<file path="src/rtl/tmds_pkg.sv">
// Shared TMDS receive definitions: control tokens, token-to-control mapping and
// the alignment FSM state type.
package tmds_pkg;

    localparam logic [9:0] TOK_00 = 10'h354;
    localparam logic [9:0] TOK_01 = 10'h0AB;
    localparam logic [9:0] TOK_10 = 10'h154;
    localparam logic [9:0] TOK_11 = 10'h2AB;

    typedef enum logic [1:0] {
        ST_HUNT    = 2'd0,
        ST_CONFIRM = 2'd1,
        ST_LOCKED  = 2'd2
    } state_t;

    function automatic logic is_token(input logic [9:0] w);
        return (w == TOK_00) || (w == TOK_01) || (w == TOK_10) || (w == TOK_11);
    endfunction

    // Non-token words map to 00; callers qualify with is_token.
    function automatic logic [1:0] token_ctrl(input logic [9:0] w);
        case (w)
            TOK_01:  return 2'b01;
            TOK_10:  return 2'b10;
            TOK_11:  return 2'b11;
            default: return 2'b00;
        endcase
    endfunction

endpackage

</file>
<file path="src/rtl/tmds_channel_decoder_if.sv">
// Deserializer-side input and decoded-word output bundle of one TMDS channel.
// raw_valid_in qualifies raw_in for one cycle; there is no backpressure, and
// valid_out qualifies data_out/control_out/ve_out for exactly one cycle.
interface tmds_channel_decoder_if;
    import tmds_pkg::*;

    logic [9:0] raw_in;
    logic       raw_valid_in;
    logic [7:0] data_out;
    logic [1:0] control_out;
    logic       ve_out;
    logic       valid_out;
    logic       locked_out;
    logic [3:0] rot_out;
    logic       err_out;
    state_t     state_dbg;

    modport master (
        output raw_in, raw_valid_in,
        input  data_out, control_out, ve_out, valid_out, locked_out, rot_out, err_out, state_dbg
    );

    modport slave (
        input  raw_in, raw_valid_in,
        output data_out, control_out, ve_out, valid_out, locked_out, rot_out, err_out, state_dbg
    );

endinterface

</file>
<file path="src/rtl/tmds_word_decode.sv">
// Combinational decode of one aligned TMDS word: pixel byte, token detect,
// control value and encoder-rule violation flag.
module tmds_word_decode
    import tmds_pkg::*;
(
    input  logic [9:0] i_word,
    output logic [7:0] o_byte,
    output logic       o_is_token,
    output logic [1:0] o_control,
    output logic       o_code_err
);

    logic [7:0] w_d;
    logic [7:0] w_out;
    logic [3:0] w_ones;
    logic       w_use_xnor;

    always_comb begin
        w_d      = i_word[9] ? ~i_word[7:0] : i_word[7:0];
        w_out    = '0;
        w_out[0] = w_d[0];
        for (int i = 1; i < 8; i++) begin
            w_out[i] = i_word[8] ? (w_d[i] ^ w_d[i-1]) : ~(w_d[i] ^ w_d[i-1]);
        end
        w_ones = '0;
        for (int i = 0; i < 8; i++) begin
            w_ones = w_ones + {3'b000, w_out[i]};
        end
        // The encoder picks XNOR (bit 8 = 0) for dense bytes; anything else is corrupt.
        w_use_xnor = (w_ones > 4'd4) || ((w_ones == 4'd4) && !w_out[0]);
    end

    assign o_byte     = w_out;
    assign o_is_token = is_token(i_word);
    assign o_control  = token_ctrl(i_word);
    assign o_code_err = !o_is_token && (i_word[8] == w_use_xnor);

endmodule

</file>
<file path="src/rtl/tmds_channel_decoder.sv">
// TMDS channel word aligner and decoder: hunts control tokens across all 10
// rotations, confirms and holds lock, decodes data/control words.
// Optional TMDS_DEC_ERR_EN adds invalid-code detection that can also drop lock.
module tmds_channel_decoder
    import tmds_pkg::*;
#(
    parameter int LOCK_COUNT = 16,
    parameter int GAP_LIMIT  = 4096,
    parameter int ERR_LIMIT  = 4
) (
    input logic                   clk_in,
    input logic                   rst_n_in,
    tmds_channel_decoder_if.slave bus
);

    localparam int CNT_W = $clog2(LOCK_COUNT + 1);
    localparam int GAP_W = $clog2(GAP_LIMIT + 1);
    localparam logic [CNT_W-1:0] CNT_LAST = CNT_W'(LOCK_COUNT - 1);
    localparam logic [GAP_W-1:0] GAP_LAST = GAP_W'(GAP_LIMIT - 1);

    logic [9:0]       r_prev;
    state_t           r_state, w_state_nxt;
    logic [3:0]       r_rot, w_rot_nxt;
    logic [CNT_W-1:0] r_cnt, w_cnt_nxt;
    logic [GAP_W-1:0] r_gap, w_gap_nxt;
    logic [7:0]       r_data;
    logic [1:0]       r_control;
    logic             r_ve, r_valid, r_err;

    logic [19:0] w_window;
    logic [9:0]  w_word;
    logic        w_hunt_hit;
    logic [3:0]  w_hunt_rot;
    logic        w_emit, w_drop, w_err, w_err_drop;
    logic [7:0]  w_byte;
    logic        w_is_token;
    logic [1:0]  w_control;
    logic        w_code_err;

    assign w_window = {bus.raw_in, r_prev};

    // Descending scan so the lowest matching rotation is the one kept.
    always_comb begin
        w_word     = w_window[9:0];
        w_hunt_hit = 1'b0;
        w_hunt_rot = '0;
        for (int r = 9; r >= 0; r--) begin
            if (4'(r) == r_rot) w_word = w_window[r +: 10];
            if (is_token(w_window[r +: 10])) begin
                w_hunt_hit = 1'b1;
                w_hunt_rot = 4'(r);
            end
        end
    end

    tmds_word_decode u_decode (
        .i_word     (w_word),
        .o_byte     (w_byte),
        .o_is_token (w_is_token),
        .o_control  (w_control),
        .o_code_err (w_code_err)
    );

`ifdef TMDS_DEC_ERR_EN
    localparam int ERR_W = $clog2(ERR_LIMIT + 1);
    localparam logic [ERR_W-1:0] ERR_LAST = ERR_W'(ERR_LIMIT - 1);
    logic [ERR_W-1:0] r_err_cnt, w_err_cnt_nxt;

    always_comb begin
        w_err_cnt_nxt = r_err_cnt;
        w_err         = 1'b0;
        w_err_drop    = 1'b0;
        if (r_state != ST_LOCKED) begin
            w_err_cnt_nxt = '0;
        end else if (bus.raw_valid_in) begin
            if (w_code_err) begin
                w_err = 1'b1;
                if (r_err_cnt == ERR_LAST) begin
                    w_err_drop    = 1'b1;
                    w_err_cnt_nxt = '0;
                end else begin
                    w_err_cnt_nxt = r_err_cnt + 1'b1;
                end
            end else begin
                w_err_cnt_nxt = '0;
            end
        end
    end

    always_ff @(posedge clk_in or negedge rst_n_in) begin
        if (!rst_n_in) r_err_cnt <= '0;
        else           r_err_cnt <= w_err_cnt_nxt;
    end
`else
    logic w_unused_err;
    assign w_unused_err = w_code_err & (ERR_LIMIT > 0);
    assign w_err        = 1'b0;
    assign w_err_drop   = 1'b0;
`endif

    always_comb begin
        w_state_nxt = r_state;
        w_rot_nxt   = r_rot;
        w_cnt_nxt   = r_cnt;
        w_gap_nxt   = r_gap;
        w_emit      = 1'b0;
        w_drop      = 1'b0;
        if (bus.raw_valid_in) begin
            unique case (r_state)
                ST_HUNT: begin
                    if (w_hunt_hit) begin
                        w_rot_nxt   = w_hunt_rot;
                        w_cnt_nxt   = CNT_W'(1);
                        w_state_nxt = ST_CONFIRM;
                    end
                end
                ST_CONFIRM: begin
                    if (!w_is_token) begin
                        w_state_nxt = ST_HUNT;
                        w_cnt_nxt   = '0;
                    end else if (r_cnt == CNT_LAST) begin
                        w_state_nxt = ST_LOCKED;
                        w_cnt_nxt   = CNT_W'(LOCK_COUNT);
                        w_gap_nxt   = '0;
                        w_emit      = 1'b1;
                    end else begin
                        w_cnt_nxt = r_cnt + 1'b1;
                    end
                end
                ST_LOCKED: begin
                    if (w_is_token)            w_gap_nxt = '0;
                    else if (r_gap == GAP_LAST) w_drop   = 1'b1;
                    else                        w_gap_nxt = r_gap + 1'b1;
                    if (w_drop || w_err_drop) begin
                        w_state_nxt = ST_HUNT;
                        w_cnt_nxt   = '0;
                        w_gap_nxt   = '0;
                    end else begin
                        w_emit = 1'b1;
                    end
                end
                default: w_state_nxt = ST_HUNT;
            endcase
        end
    end

    always_ff @(posedge clk_in or negedge rst_n_in) begin
        if (!rst_n_in) begin
            r_prev    <= '0;
            r_state   <= ST_HUNT;
            r_rot     <= '0;
            r_cnt     <= '0;
            r_gap     <= '0;
            r_data    <= '0;
            r_control <= '0;
            r_ve      <= 1'b0;
            r_valid   <= 1'b0;
            r_err     <= 1'b0;
        end else begin
            if (bus.raw_valid_in) r_prev <= bus.raw_in;
            r_state <= w_state_nxt;
            r_rot   <= w_rot_nxt;
            r_cnt   <= w_cnt_nxt;
            r_gap   <= w_gap_nxt;
            r_valid <= w_emit;
            r_err   <= w_err;
            if (w_emit) begin
                r_ve <= !w_is_token;
                if (w_is_token) begin
                    r_control <= w_control;
                    r_data    <= '0;
                end else begin
                    r_data <= w_byte;
                end
            end
        end
    end

    assign bus.data_out    = r_data;
    assign bus.control_out = r_control;
    assign bus.ve_out      = r_ve;
    assign bus.valid_out   = r_valid;
    assign bus.locked_out  = (r_state == ST_LOCKED);
    assign bus.rot_out     = r_rot;
    assign bus.err_out     = r_err;
    assign bus.state_dbg   = r_state;

endmodule

</file>
<file path="src/flat_wrapper.sv">
// flat-port wrapper written by rule: the top's interface ports become plain ports
module tmds_channel_decoder_flat import tmds_pkg::*;
#(
    parameter int LOCK_COUNT = 16,
    parameter int GAP_LIMIT  = 4096,
    parameter int ERR_LIMIT  = 4
)
  (clk_in, rst_n_in, bus_raw_in, bus_raw_valid_in, bus_data_out, bus_control_out, bus_ve_out, bus_valid_out, bus_locked_out, bus_rot_out, bus_err_out, bus_state_dbg);
  tmds_channel_decoder_if bus_i ();
  input logic clk_in;
  input logic rst_n_in;
  input wire logic [$bits(bus_i.raw_in)-1:0] bus_raw_in;
  input wire logic [$bits(bus_i.raw_valid_in)-1:0] bus_raw_valid_in;
  output wire logic [$bits(bus_i.data_out)-1:0] bus_data_out;
  output wire logic [$bits(bus_i.control_out)-1:0] bus_control_out;
  output wire logic [$bits(bus_i.ve_out)-1:0] bus_ve_out;
  output wire logic [$bits(bus_i.valid_out)-1:0] bus_valid_out;
  output wire logic [$bits(bus_i.locked_out)-1:0] bus_locked_out;
  output wire logic [$bits(bus_i.rot_out)-1:0] bus_rot_out;
  output wire logic [$bits(bus_i.err_out)-1:0] bus_err_out;
  output wire logic [$bits(bus_i.state_dbg)-1:0] bus_state_dbg;
  assign bus_i.raw_in = bus_raw_in;
  assign bus_i.raw_valid_in = bus_raw_valid_in;
  assign bus_data_out = bus_i.data_out;
  assign bus_control_out = bus_i.control_out;
  assign bus_ve_out = bus_i.ve_out;
  assign bus_valid_out = bus_i.valid_out;
  assign bus_locked_out = bus_i.locked_out;
  assign bus_rot_out = bus_i.rot_out;
  assign bus_err_out = bus_i.err_out;
  assign bus_state_dbg = bus_i.state_dbg;
  tmds_channel_decoder #(.LOCK_COUNT(LOCK_COUNT), .GAP_LIMIT(GAP_LIMIT), .ERR_LIMIT(ERR_LIMIT)) u_core (.clk_in(clk_in), .rst_n_in(rst_n_in), .bus(bus_i));
endmodule
</file>
<file path="config.mk">
export PLATFORM = sky130hd
export DESIGN_NAME = tmds_channel_decoder_flat
export DESIGN_NICKNAME = d
export VERILOG_FILES = /design/src/rtl/tmds_pkg.sv /design/src/rtl/tmds_channel_decoder_if.sv /design/src/rtl/tmds_word_decode.sv /design/src/rtl/tmds_channel_decoder.sv /design/src/flat_wrapper.sv
export SDC_FILE = /design/constraint.sdc
export NUM_CORES = 1
export LEC_CHECK = 0
export ABC_AREA = 0
export BUFFER_PORTS_ARGS = -buffer_cell sky130_fd_sc_hd__buf_2
export CORE_ASPECT_RATIO = 1.1
export CORE_MARGIN = 3
export CORE_UTILIZATION = 55
export DETAILED_ROUTE_END_ITERATION = 8
export PLACE_DENSITY_LB_ADDON = 0.12
export SYNTH_ARGS = -nofsm -noshare
export SYNTH_HDL_FRONTEND = slang
export SYNTH_SLANG_ARGS = --single-unit
</file>
<file path="constraint.sdc">
create_clock -name clk_in -period 3.5 [get_ports clk_in]
set_clock_uncertainty 0.15 [all_clocks]
set_input_delay 0.35 -clock clk_in [delete_from_list [all_inputs] [get_ports clk_in]]
set_output_delay 0.35 -clock clk_in [all_outputs]
set_load 0.01 [all_outputs]
</file>
==> impl_metrics.yaml <==
outcome:
  outcome: "finished, violations left"
  violations: "setup timing"
synthesis:
  yosysWarningCount: 0
  postSynthCellCount: 519
  syn_area_sq_um: 4170
  synth_most_common_cell: "sky130_fd_sc_hd__nand2_1"
  synth_flop_cell: "sky130_fd_sc_hd__dfrtp_1"
  post_synth_num_cell_types: 75
  synth_top_cells_by_count: "sky130_fd_sc_hd__nand2_1, sky130_fd_sc_hd__dfrtp_1, sky130_fd_sc_hd__o21ai_0"
  post_synth.cell_area_avg_sq_um: 8.03
  synth-seq-cells: 46
  netlist_top_cells_area: "sky130_fd_sc_hd__dfrtp_1, sky130_fd_sc_hd__o21ai_0, sky130_fd_sc_hd__nand2_1, sky130_fd_sc_hd__ha_1, sky130_fd_sc_hd__mux2_2"
  synth_top_area_share_pct: 27.6
  edff_count_synth: 0
  synth-async-reset-ratio_pct: 100
  postSynthNetCount: 546
  seq_area_frac_synth_pct: 27.6
  synth.largest_area_cell: "sky130_fd_sc_hd__dfrtp_1"
timing:
  timing.final.ws_setup_ns: -0.0322
  final_max_slew_viol_count: 0
  tns_ns: -0.0552
  max_freq_mhz: 283
  worst_slew_pin_slew_ns: 1.05
  setup_viol: 4
  finalHoldWorstSlack_ns: 0.0742
  layout_worst_path_cycle_share_pct: 101
  hold_violations: 0
  relSlewSlack_pct: 30.1
  final_period_minus_worst_setup_slack_ns: 3.53
  rsz0062_at_grt: "yes"
global_routing:
  grt.total_usage_pct: 30.5
  grt_start_max_net_pins: 47
  grt_overflow_total: 0
  antenna_found_initial: 0
  grt_pass1_vias: 4333
  grt_first_pass_wirelength_mm: 21.3
worst_setup_path:
  cp-start-kind: "flop"
  worst_ep_arrival_time_ns: 3.58
  critical_path.endpoint_type: "flop"
  req_time_crit_path_ns: 3.55
  crit_path_max_fanout: 7
  crit_type: "flop to flop"
  r2r_slack_ns: -0.03
floorplan:
  num_rows: 32
  floorplan.io_pins: 33
  initial_utilization_pct: 58.1
  core_area_sq_um: 7170
  dieWidth_microns: 89.0
  die_h_microns: 97.3
  fp.dieArea_sq_um: 8660
power_and_ir_drop:
  cellLeakagePower_nw: 2.20
  power.ir.vdd_worst_mv: 0.245
  power_per_cell_area_nw_per_um2: 294
clock_tree:
  tritoncts.num_buffers: 5
  clk_transition_reported_paths_ns: 0.10
  clk_latency_ns: 0.31
  cts_num_sinks: 46
  htree_levels: 2
  tritoncts_clock_tree: "done"
  cell_at_the_root_of_the_clock_tree: "sky130_fd_sc_hd__clkbuf_8"
  cts.path.max_buffers: 2
routing:
  drt-initial-drc-count: 580
  routedWlPerCell_microns: 19.8
  route.final.wire_length_mm: 13.2
  firstDrtPassIters: 7
  drt.antenna.violating_nets: 0
  drc: 0
  dr_total_vias: 4448
  route.detailed.vias_per_inst: 6.68
flow_run:
  max_cap_viol_count: 0
layout:
  filler_cell_count: 581
  flow.area_growth_from_synthesis_pct: 22.1
  post_route_cells_drive_above_1_share_pct: 28.7
  fin_nets: 607
  diodes: 0
  utilization_pct: 71.0
hold_path:
  worstHoldPathType: "primary input to async pin"
place:
  place_congestion: 0.958
  dp.final_hpwl_mm: 9.36
  portBuffers: 31
path summary, 6_finish.rpt:
path                       cells past startpoint                       to                   start
setup / recovery                              12  u_core.bus.state_dbg[0]   u_core.bus.rot_out[0]
hold / removal                                 1         u_core.r_gap[10]                rst_n_in
setup reg to reg                              12  u_core.bus.state_dbg[0]   u_core.bus.rot_out[0]
hold reg to reg                                1   u_core.bus.data_out[5]  u_core.bus.data_out[5]
max in group asynchronous                      1    u_core.bus.rot_out[0]                rst_n_in
min in group clk_in                            3         u_core.r_prev[9]           bus_raw_in[9]
power by group:
group          internal [mW]  switching (mW)
sequential             0.594          0.0663
combinational          0.192           0.227
clock                  0.214           0.201
through the flow:
step / power (mW) / setup WS (ns) / instances / cell area, sq um
after floorplan: 0.899 / 0.00795 / 519 / 4220
after global placement: 1.04 / 0.0182 / 648 / 4670
after detailed placement: 1.04 / -0.0613 / 648 / 4670
after CTS: 1.45 / -0.00253 / 658 / 4820
after global routing: 1.57 / -0.222 / 666 / 5090
final: 1.49 / -0.0322 / 666 / 5090
worst max-delay path, cell delays in order (launching register included):
cell and delay [ns]:
sky130_fd_sc_hd__dfrtp_2 0.45, sky130_fd_sc_hd__or4b_4 0.56, sky130_fd_sc_hd__o221ai_1 0.23, sky130_fd_sc_hd__a221oi_1 0.12, sky130_fd_sc_hd__a21oi_1 0.22, sky130_fd_sc_hd__ha_1 0.21
sky130_fd_sc_hd__nand3_2 0.08, sky130_fd_sc_hd__a31oi_1 0.14, sky130_fd_sc_hd__o211ai_1 0.13, sky130_fd_sc_hd__or3_4 0.46, sky130_fd_sc_hd__a21boi_4 0.29, sky130_fd_sc_hd__a211oi_2 0.09
sky130_fd_sc_hd__mux2_2 0.29
logic make-up (layout without fill, tap and decap cells):
logic type | Yosys count | in the layout | share of synthesized area (%)
buffers and inverters | 65 | 127 | 7.03
AND/OR/NAND/NOR | 202 | 202 | 27.0
flip-flops | 46 | 46 | 27.6
XOR/XNOR | 11 | 11 | 2.31
other | 1 | 1 | 0.0900
multiplexers | 20 | 20 | 5.50
adder cells (fa/ha/maj) | 14 | 14 | 4.20
AO/OA/AOI/OAI | 160 | 160 | 26.2
state kept, by name (all words and copies together) (netlist names):
| name | count |
|---|---|
| u_core.bus.rot_out | 4 |
| u_core.bus.valid_out | 1 |
| u_core.r_gap | 13 |
| u_core.bus.ve_out | 1 |
| u_core.bus.state_dbg | 2 |
| u_core.r_cnt | 5 |
| u_core.bus.control_out | 2 |
| u_core.r_prev | 10 |
| u_core.bus.data_out | 8 |
repair_timing:
action | in CTS | in global routing
pin swaps | 3 | 14
resized for setup | 9 | 54
buffers inserted | 2 | 8
setup endpoints to repair | 19 | 32
hold buffers | 0 | 0
metal layers:
metal	up-vias	part of all wire [%]	GRT usage, %
met5	-	0	0
met4	0	4.4	13.5
met3	55	6.9	4.24
met2	236	48	48.6
met1	2124	41	40.6
li1	2033	-	-
layout make-up:
class | instances | area, sq um | share of cell area [%]
multi-input combinational | 408 | 2940 | 57.8
tap | 85 | 106 | 2.09
sequential | 46 | 1160 | 22.7
clock buffer | 6 | 72.6 | 1.43
timing repair buffer | 96 | 686 | 13.5
inverter | 23 | 88.8 | 1.75
clock inverter | 2 | 37.5 | 0.738
placed cells by master, fill, tap and decap left out, types with 6 or more instances in the layout:
cell	instances
sky130_fd_sc_hd__o22ai_1	10
sky130_fd_sc_hd__a21o_1	8
sky130_fd_sc_hd__a22o_1	6
sky130_fd_sc_hd__nor2b_1	13
sky130_fd_sc_hd__nand3_1	11
sky130_fd_sc_hd__and3_1	7
sky130_fd_sc_hd__nor3b_1	8
sky130_fd_sc_hd__nand2_1	49
sky130_fd_sc_hd__nor2_1	22
sky130_fd_sc_hd__mux2_2	12
sky130_fd_sc_hd__nand2b_1	17
sky130_fd_sc_hd__buf_6	6
sky130_fd_sc_hd__buf_2	31
sky130_fd_sc_hd__mux2i_1	6
sky130_fd_sc_hd__buf_4	57
sky130_fd_sc_hd__dfrtp_1	42
sky130_fd_sc_hd__ha_1	13
sky130_fd_sc_hd__inv_1	22
sky130_fd_sc_hd__xnor2_1	11
sky130_fd_sc_hd__nand3b_1	7
sky130_fd_sc_hd__a21oi_1	25
sky130_fd_sc_hd__o21ai_0	31
sky130_fd_sc_hd__o21ai_1	8
sky130_fd_sc_hd__nor3_1	14
(Power assumes the default switching activity.)
